[src/rtl/timer_counter.sv]
// Bus-mapped down-counting timer with prescaler,
// one-shot / auto-reload modes and a maskable IRQ.
module timer_counter #(
  parameter int PRESCALE_W     = 16,
  parameter int RESET_PRESCALE = 0
) (
  input  logic        clk,
  input  logic        res,
  input  logic [31:0] A,
  input  logic        WE,
  input  logic [31:0] Din,
  output logic [31:0] Dout,
  output logic        IRQ
);

  typedef enum logic [1:0] {
    IDLE,
    LOAD,
    CNT,
    INT
  } state_t;

  localparam logic [PRESCALE_W-1:0] RST_PS =
    PRESCALE_W'(RESET_PRESCALE);

  state_t                state_q, state_d;
  logic [3:0]            ctrl_q, ctrl_d;
  logic [31:0]           preset_q, preset_d;
  logic [31:0]           count_q, count_d;
  logic [PRESCALE_W-1:0] ps_q, ps_d;
  logic [PRESCALE_W-1:0] pcnt_q, pcnt_d;
  logic                  pend_q, pend_d;

  logic wr_ctrl;
  logic wr_preset;
  logic wr_ps;
  logic en;
  logic auto_rl;
  logic tick;
  logic unused_bits;

  assign unused_bits = ^{A[31:4], A[1:0]};

  always_comb begin
    wr_ctrl   = 1'b0;
    wr_preset = 1'b0;
    wr_ps     = 1'b0;
    if (WE) begin
      unique case (A[3:2])
        2'd0:    wr_ctrl   = 1'b1;
        2'd1:    wr_preset = 1'b1;
        2'd3:    wr_ps     = 1'b1;
        default: ;
      endcase
    end
  end

  assign en      = ctrl_q[0];
  assign auto_rl = (ctrl_q[2:1] == 2'b01);
  assign tick    = (state_q == CNT) &&
                   (pcnt_q == ps_q);

  always_comb begin
    state_d  = state_q;
    ctrl_d   = ctrl_q;
    preset_d = preset_q;
    count_d  = count_q;
    ps_d     = ps_q;
    pcnt_d   = '0;
    pend_d   = pend_q;

    unique case (state_q)
      IDLE: begin
        if (en) state_d = LOAD;
      end
      LOAD: begin
        count_d = preset_q;
        state_d = CNT;
      end
      CNT: begin
        if (!en) begin
          state_d = IDLE;
        end else if (tick) begin
          if (count_q > 32'd1) begin
            count_d = count_q - 32'd1;
          end else begin
            count_d = '0;
            pend_d  = 1'b1;
            state_d = INT;
          end
        end else begin
          pcnt_d = pcnt_q + 1'b1;
        end
      end
      INT: begin
        if (auto_rl) begin
          pend_d  = 1'b0;
          state_d = LOAD;
        end else begin
          ctrl_d[0] = 1'b0;
          state_d   = IDLE;
        end
      end
      default: state_d = IDLE;
    endcase

    // Bus writes to CTRL/PRESET restart the timer from IDLE.
    if (wr_ctrl || wr_preset) begin
      state_d = IDLE;
      count_d = count_q;
      pcnt_d  = '0;
      pend_d  = 1'b0;
      if (wr_ctrl)   ctrl_d   = Din[3:0];
      if (wr_preset) preset_d = Din;
    end

    if (wr_ps) begin
      ps_d   = Din[PRESCALE_W-1:0];
      pcnt_d = '0;
    end
  end

  always_ff @(posedge clk) begin
    if (res) begin
      state_q  <= IDLE;
      ctrl_q   <= '0;
      preset_q <= '0;
      count_q  <= '0;
      ps_q     <= RST_PS;
      pcnt_q   <= '0;
      pend_q   <= 1'b0;
    end else begin
      state_q  <= state_d;
      ctrl_q   <= ctrl_d;
      preset_q <= preset_d;
      count_q  <= count_d;
      ps_q     <= ps_d;
      pcnt_q   <= pcnt_d;
      pend_q   <= pend_d;
    end
  end

  always_comb begin
    unique case (A[3:2])
      2'd0:    Dout = {28'd0, ctrl_q};
      2'd1:    Dout = preset_q;
      2'd2:    Dout = count_q;
      default: Dout = 32'(ps_q);
    endcase
  end

  assign IRQ = pend_q & ctrl_q[3];

endmodule
[config.mk]
export PLATFORM = sky130hd
export DESIGN_NAME = timer_counter
export DESIGN_NICKNAME = d
export VERILOG_FILES = /design/src/rtl/timer_counter.sv
export SDC_FILE = /design/constraint.sdc
export NUM_CORES = 1
export LEC_CHECK = 0
export CORE_MARGIN = 1.5
export CORE_UTILIZATION = 31
export DETAILED_ROUTE_END_ITERATION = 10
export PLACE_DENSITY_LB_ADDON = 0.25
export SETUP_SLACK_MARGIN = 0.05
export SYNTH_ARGS = -nofsm -noshare
export SYNTH_HDL_FRONTEND = slang
export SYNTH_SLANG_ARGS = --single-unit
export TNS_END_PERCENT = 1
[constraint.sdc]
create_clock -name clk -period 6.95 [get_ports clk]
set_input_delay 2.085 -clock clk [delete_from_list [all_inputs] [get_ports clk]]
set_output_delay 2.085 -clock clk [all_outputs]
set_load 0.005 [all_outputs]
==> results of run 1 <==
-- sequential cells by signal (all words and copies together) (netlist names) --
register / flops
preset_q: 32
pcnt_q: 16
state_q: 2
ctrl_q: 4
pend_q: 1
ps_q: 16
count_q: 32
-- Yosys cell counts (4+ instances only) --
cell	n
clkbuf_1	42
nor3_1	13
dfxtp_1	103
nand4_1	28
mux2_2	12
nor2_1	50
xor2_1	8
inv_1	11
mux4_2	4
nand2b_1	29
nor2b_1	10
buf_2	5
o21ai_0	35
nor4_1	9
a21oi_1	104
ha_1	7
a21o_1	25
xnor2_1	20
buf_1	4
nand3_1	11
nand2_1	117
a22o_1	28
and2_1	4
and3_1	5
-- per-layer routing --
| layer | GRT usage (%) | wire length [um] | vias up |
|---|---|---|---|
| li1 | - | - | 2639 |
| met1 | 24.56 | 7749 | 2495 |
| met2 | 27.39 | 7345 | 120 |
| met3 | 3.532 | 810 | 12 |
| met4 | 3.684 | 149 | 0 |
| met5 | 0 | 0 | - |
-- report_power, final --
part | switching, mW | leakage, nW | internal [mW] | total [mW]
Sequential | 0.0130 | 0.833 | 0.602 | 0.615
Combinational | 0.113 | 1.23 | 0.0698 | 0.183
Clock | 0.254 | 0.136 | 0.247 | 0.501
Total | 0.380 | 2.20 | 0.919 | 1.30
-- per-stage QoR --
stage               total power, mW  setup slack (ps)
floorplan                    0.7378              1604
detailed placement           0.8117             729.4
finish                        1.299             715.7
CTS                           1.314             722.0
global route                  1.353             588.0
global placement             0.8120             706.4
-- cell families after synthesis --
group,after synthesis
muxes,17
xor gates and xnor gates,28
and+or+nand+nor,294
AOI/OAI and AO/OA,212
adders and majority gates,7
DFF,103
buffers and inverters,62
-- final cells by class --
| cell class | count | share of cell area (%) |
|---|---|---|
| Clock inverter | 7 | 0.8312 |
| Multi-Input combinational cell | 558 | 48.89 |
| Inverter | 11 | 0.6095 |
| Sequential cell | 103 | 30.44 |
| Tap cell | 225 | 4.156 |
| Clock buffer | 9 | 3.325 |
| Timing Repair Buffer | 82 | 11.75 |
-- final timing paths --
kind | cells after the start | to | slack (ps) | start
setup / recovery | 5 | Dout[9] | 720 | A[3]
hold / removal | 2 | preset_q[24]$_SDFFE_PP0P_ | 470 | preset_q[24]$_SDFFE_PP0P_
setup reg to reg | 8 | count_q[13]$_SDFFE_PP0P_ | 4050 | state_q[0]$_SDFFE_PP0P_
hold reg to reg | 2 | preset_q[24]$_SDFFE_PP0P_ | 470 | preset_q[24]$_SDFFE_PP0P_
-- worst max-delay path: cells and delay by family --
kind / cells / cell delay [ps]
buffers and inverters: 3 / 1500
and+or+nand+nor: 1 / 330
AOI/OAI and AO/OA: 1 / 230
==> flow_metrics.env, run 1 <==
export IMPL_status="complete, no violations"
export IMPL_numClockSinks=103
export IMPL_ys_seq_elements=103
export IMPL_place_gp_congestion=0.7984
export IMPL_synth_top_area_cell="dfxtp_1"
export IMPL_antenna_found_initial=0
export IMPL_slew_violations=0
export IMPL_fin_area_mm2=0.006774
export IMPL_hpwl_mm=10.98
export IMPL_drtPass1Iterations=5
export IMPL_placed_cells=979
export IMPL_die_area_mm2=0.01887
export IMPL_clock_skew_ps=11.28
export IMPL_syn_num_nets=797
export IMPL_synth_ff_type="dfxtp_1"
export IMPL_worstSetupEndpointType="output pin"
export IMPL_synth_top_family_by_area="simple AND/OR/NAND/NOR gates"
export IMPL_num_io_pins=100
export IMPL_start_util_pct=32.02
export IMPL_gr_total_overflow=0
export IMPL_nNetsFinal=839
export IMPL_ys_types=48
export IMPL_p_leak_nw=2.196
export IMPL_hold_path_class="reg2reg"
export IMPL_synth_mux_area_share_pct=4.203
export IMPL_syn_inst=723
export IMPL_max_cap_violations=0
export IMPL_cts_root_buf="clkbuf_16"
export IMPL_route_detailed_drc=0
export IMPL_cts_buffer_depth=2
export IMPL_finalCriticalPeriod_ps=6234
export IMPL_power_density_mw_per_mm2=191.8
export IMPL_grt_pass1_vias=4802
export IMPL_multi_input_area_mm2=0.003312
export IMPL_synthAdderAreaFrac_pct=1.565
export IMPL_final_util_pct=38.76
export IMPL_rsz0062_at_grt="false"
export IMPL_path_cells="clkdlybuf4s50_1, nor2b_2, buf_4, a22o_1, clkdlybuf4s50_1"
export IMPL_synth_xor_area_share_pct=4.382
export IMPL_max_slew_worst_pin_slew_ps=1035
export IMPL_h_tree_depth=3
export IMPL_rows=48
export IMPL_synth_compound_area_share_pct=23.25
export IMPL_cts_buffers=9
export IMPL_clk_latency_ps=370
export IMPL_fillCellCount=1804
export IMPL_fin_hold_ws_ps=472.8
export IMPL_cp_arrival_ps=4150
export IMPL_die_x_um=137.4
export IMPL_max_clock_freq_mhz=160.4
export IMPL_start_kind="input pin"
export IMPL_synth_edff_count=0
export IMPL_first_iter_violations=419
export IMPL_relSlewSlack_pct=30.50
export IMPL_synth_area_mm2=0.005597
export IMPL_via_per_inst=5.292
export IMPL_slowest_stage="clkdlybuf4s50_1"
export IMPL_port_buffer_count=69
export IMPL_cpPeakStageDelay_ps=740
export IMPL_cts_resized_gates=0
export IMPL_setup_viol=0
export IMPL_grt_first_pass_wirelength_mm=25.61
export IMPL_final_cell_mix="nand2_1 (117), a21oi_1 (104), dfxtp_1 (103)"
export IMPL_fin_cells=995
export IMPL_cp_max_fo=13
export IMPL_final_common_cell="nand2_1"
export IMPL_core_mm2=0.01748
export IMPL_diodes=0
export IMPL_synth_area_per_cell_um2=7.741
export IMPL_path_class="in2out"
export IMPL_detail_route_antenna_nets=0
export IMPL_critPathRequiredTime_ps=4870
export IMPL_track_usage_pct=17.40
export IMPL_grt_start_max_net_pins=88
export IMPL_vias=5266
export IMPL_clkTransAtPathRegs_ps=70
export IMPL_totalNegativeSetupSlack_ps=0
export IMPL_syn_to_final_growth_pct=21.04
export IMPL_hold_violations=0
export IMPL_yosysSeqAreaShare_pct=36.84
export IMPL_cts_tree="done"
export IMPL_regArea_mm2=0.002062
export IMPL_synthArstFlopShare_pct=0
export IMPL_die_h_um=137.4
export IMPL_crit_top_cell="clkdlybuf4s50_1"
export IMPL_synth_simple_area_share_pct=25.49
export IMPL_wl_per_cell_um=16.14
export IMPL_cts_hold_fix_buffers=0
export IMPL_synth_area_leaders="dfxtp_1 (37%), a21oi_1 (9.3%), nand2_1 (7.8%)"
export IMPL_ir_worst_vdd_mv=0.1166
export IMPL_yosys_warnings=0
export IMPL_place_area_mm2=0.006492
export IMPL_finalCritPeriodShare_pct=89.70
export IMPL_post_cts_buffers=0
export IMPL_finalWirelength_mm=16.06
export IMPL_synth_top_cell_area_share_pct=36.84
export IMPL_layout_drive_gt1_share_pct=7.273
No activity file was read; power rests on OpenSTA's default activity.
==> run 2: changes to the inputs <==
Settings changed: SLEW_MARGIN from default to 20.
==> run 2 against run 1 <==
- total power is essentially flat
- routed wire length is 0.16% lower
- combinational power about the same
- cell count is the same
- first-iteration DRC count grew 0.48%
- cell area barely moved
- clock power about the same
- via count decreased by 0.17%
- largest power group unchanged
==> flow_metrics.env, run 2 (synthesized netlist as in run 1, its figures left out) <==
export IMPL_setup_viol=0
export IMPL_grt_start_max_net_pins=88
export IMPL_fin_ws_ps=722.0
export IMPL_cts_root_buf="clkbuf_16"
export IMPL_fin_hold_ws_ps=472.9
export IMPL_reg_largest_list="count_q x32, preset_q x32"
export IMPL_path_class="in2out"
export IMPL_start_util_pct=32.02
export IMPL_regArea_mm2=0.002062
export IMPL_rows=48
export IMPL_grt_first_pass_wirelength_mm=25.61
export IMPL_wl_per_cell_um=16.11
export IMPL_p_leak_nw=2.197
export IMPL_pwr_share_comb_pct=14.1
export IMPL_hold_path_class="reg2reg"
export IMPL_multi_input_area_mm2=0.003317
export IMPL_finalCritPeriodShare_pct=89.61
export IMPL_grt_pass1_vias=4802
export IMPL_num_io_pins=100
export IMPL_syn_to_final_growth_pct=21.13
export IMPL_start_kind="input pin"
export IMPL_finalWirelength_mm=16.03
export IMPL_die_h_um=137.4
export IMPL_power_frac_seq_pct=47.4
export IMPL_clkTransAtPathRegs_ps=70
export IMPL_diodes=0
export IMPL_status="complete, no violations"
export IMPL_fin_area_mm2=0.006779
export IMPL_final_cell_mix="nand2_1 (117), a21oi_1 (104), dfxtp_1 (103)"
export IMPL_place_gp_congestion=0.7984
export IMPL_die_x_um=137.4
export IMPL_slew_violations=0
export IMPL_dp_slack_ps=729.4
export IMPL_layout_drive_gt1_share_pct=7.403
export IMPL_max_clock_freq_mhz=160.6
export IMPL_cp_arrival_ps=4140
export IMPL_numClockSinks=103
export IMPL_relSlewSlack_pct=33.71
export IMPL_hp_start="preset_q[24]$_SDFFE_PP0P_"
export IMPL_hold_violations=0
export IMPL_critPathRequiredTime_ps=4870
export IMPL_crit_start="A[3]"
export IMPL_fillCellCount=1803
export IMPL_h_tree_depth=3
export IMPL_die_area_mm2=0.01887
export IMPL_cts_hold_fix_buffers=0
export IMPL_reg2reg_from="count_q[24]$_SDFFE_PP0P_"
export IMPL_totalNegativeSetupSlack_ps=0
export IMPL_cp_max_fo=13
export IMPL_via_per_inst=5.283
export IMPL_finalCriticalPeriod_ps=6228
export IMPL_cts_tree="done"
export IMPL_power_density_mw_per_mm2=191.5
export IMPL_clock_skew_ps=11.02
export IMPL_detail_route_antenna_nets=0
export IMPL_first_iter_violations=421
export IMPL_route_detailed_drc=0
export IMPL_max_slew_worst_pin_slew_ps=991.9
export IMPL_drtPass1Iterations=5
export IMPL_port_buffer_count=69
export IMPL_antenna_found_initial=0
export IMPL_p_total_mw=1.298
export IMPL_track_usage_pct=17.40
export IMPL_max_cap_violations=0
export IMPL_gr_total_overflow=0
export IMPL_ir_worst_vdd_mv=0.1164
export IMPL_switching_share_pct=29.19
export IMPL_core_mm2=0.01748
export IMPL_final_common_cell="nand2_1"
export IMPL_nNetsFinal=839
export IMPL_cts_buffers=9
export IMPL_worstSetupEndpointType="output pin"
export IMPL_cts_buffer_depth=2
export IMPL_rsz0062_at_grt="false"
export IMPL_hpwl_mm=10.98
export IMPL_place_area_mm2=0.006492
export IMPL_vias=5257
export IMPL_pwr_share_clk_pct=38.5
export IMPL_p_sw_mw=0.3790
export IMPL_clk_latency_ps=370
export IMPL_cts_resized_gates=0
export IMPL_post_cts_buffers=0
export IMPL_p_int_mw=0.9194
## run 2: cell counts in the layout (fill, tap and decap cells not counted)
No cell type changed its count.
## run 2: power by group through the flow
| stage | sequential, mW | clock, mW | combinational [mW] |
|---|---|---|---|
| after CTS | 0.616 | 0.515 | 0.183 |
| after floorplan | 0.624 | 0 | 0.114 |
| final | 0.615 | 0.500 | 0.183 |
| after global routing | 0.617 | 0.535 | 0.201 |
| after global placement | 0.629 | 0 | 0.183 |
| after detailed placement | 0.630 | 0 | 0.182 |
## run 2: final cells by class
| type | instances | area share [%] |
|---|---|---|
| multi-input combinational | 558 | 48.93 |
| tap | 225 | 4.153 |
| clock buffer | 9 | 3.322 |
| inverter | 11 | 0.6091 |
| sequential | 103 | 30.42 |
| timing repair buffer | 82 | 11.74 |
| clock inverter | 7 | 0.8306 |
## run 2: per-layer routing
layer | part of all wire, % | GRT usage (%) | up-vias
met4 | 1.1 | 3.684 | 0
met1 | 48 | 24.56 | 2484
li1 | - | - | 2638
met5 | 0 | 0 | -
met2 | 46 | 27.39 | 120
met3 | 4.9 | 3.532 | 15
## run 2: metrics by stage
stage	cells	util, %
after floorplan	723	-
after global placement	979	37.15
after detailed placement	979	37.15
after CTS	995	38.76
after global routing	995	38.79
final	995	38.79
## run 2: final timing paths
check | to | slack [ps] | depth (start not counted)
worst min register to register | preset_q[24]$_SDFFE_PP0P_ | 470 | 2
worst max-delay path | Dout[9] | 720 | 5
worst max register to register | pend_q$_SDFFE_PP0P_ | 4050 | 7
worst min-delay path | preset_q[24]$_SDFFE_PP0P_ | 470 | 2
## run 2: worst max-delay path, stage by stage
cell and delay, ps:
clkdlybuf4s50_1 740, nor2b_2 320, buf_4 240, a22o_1 230, clkdlybuf4s50_1 520
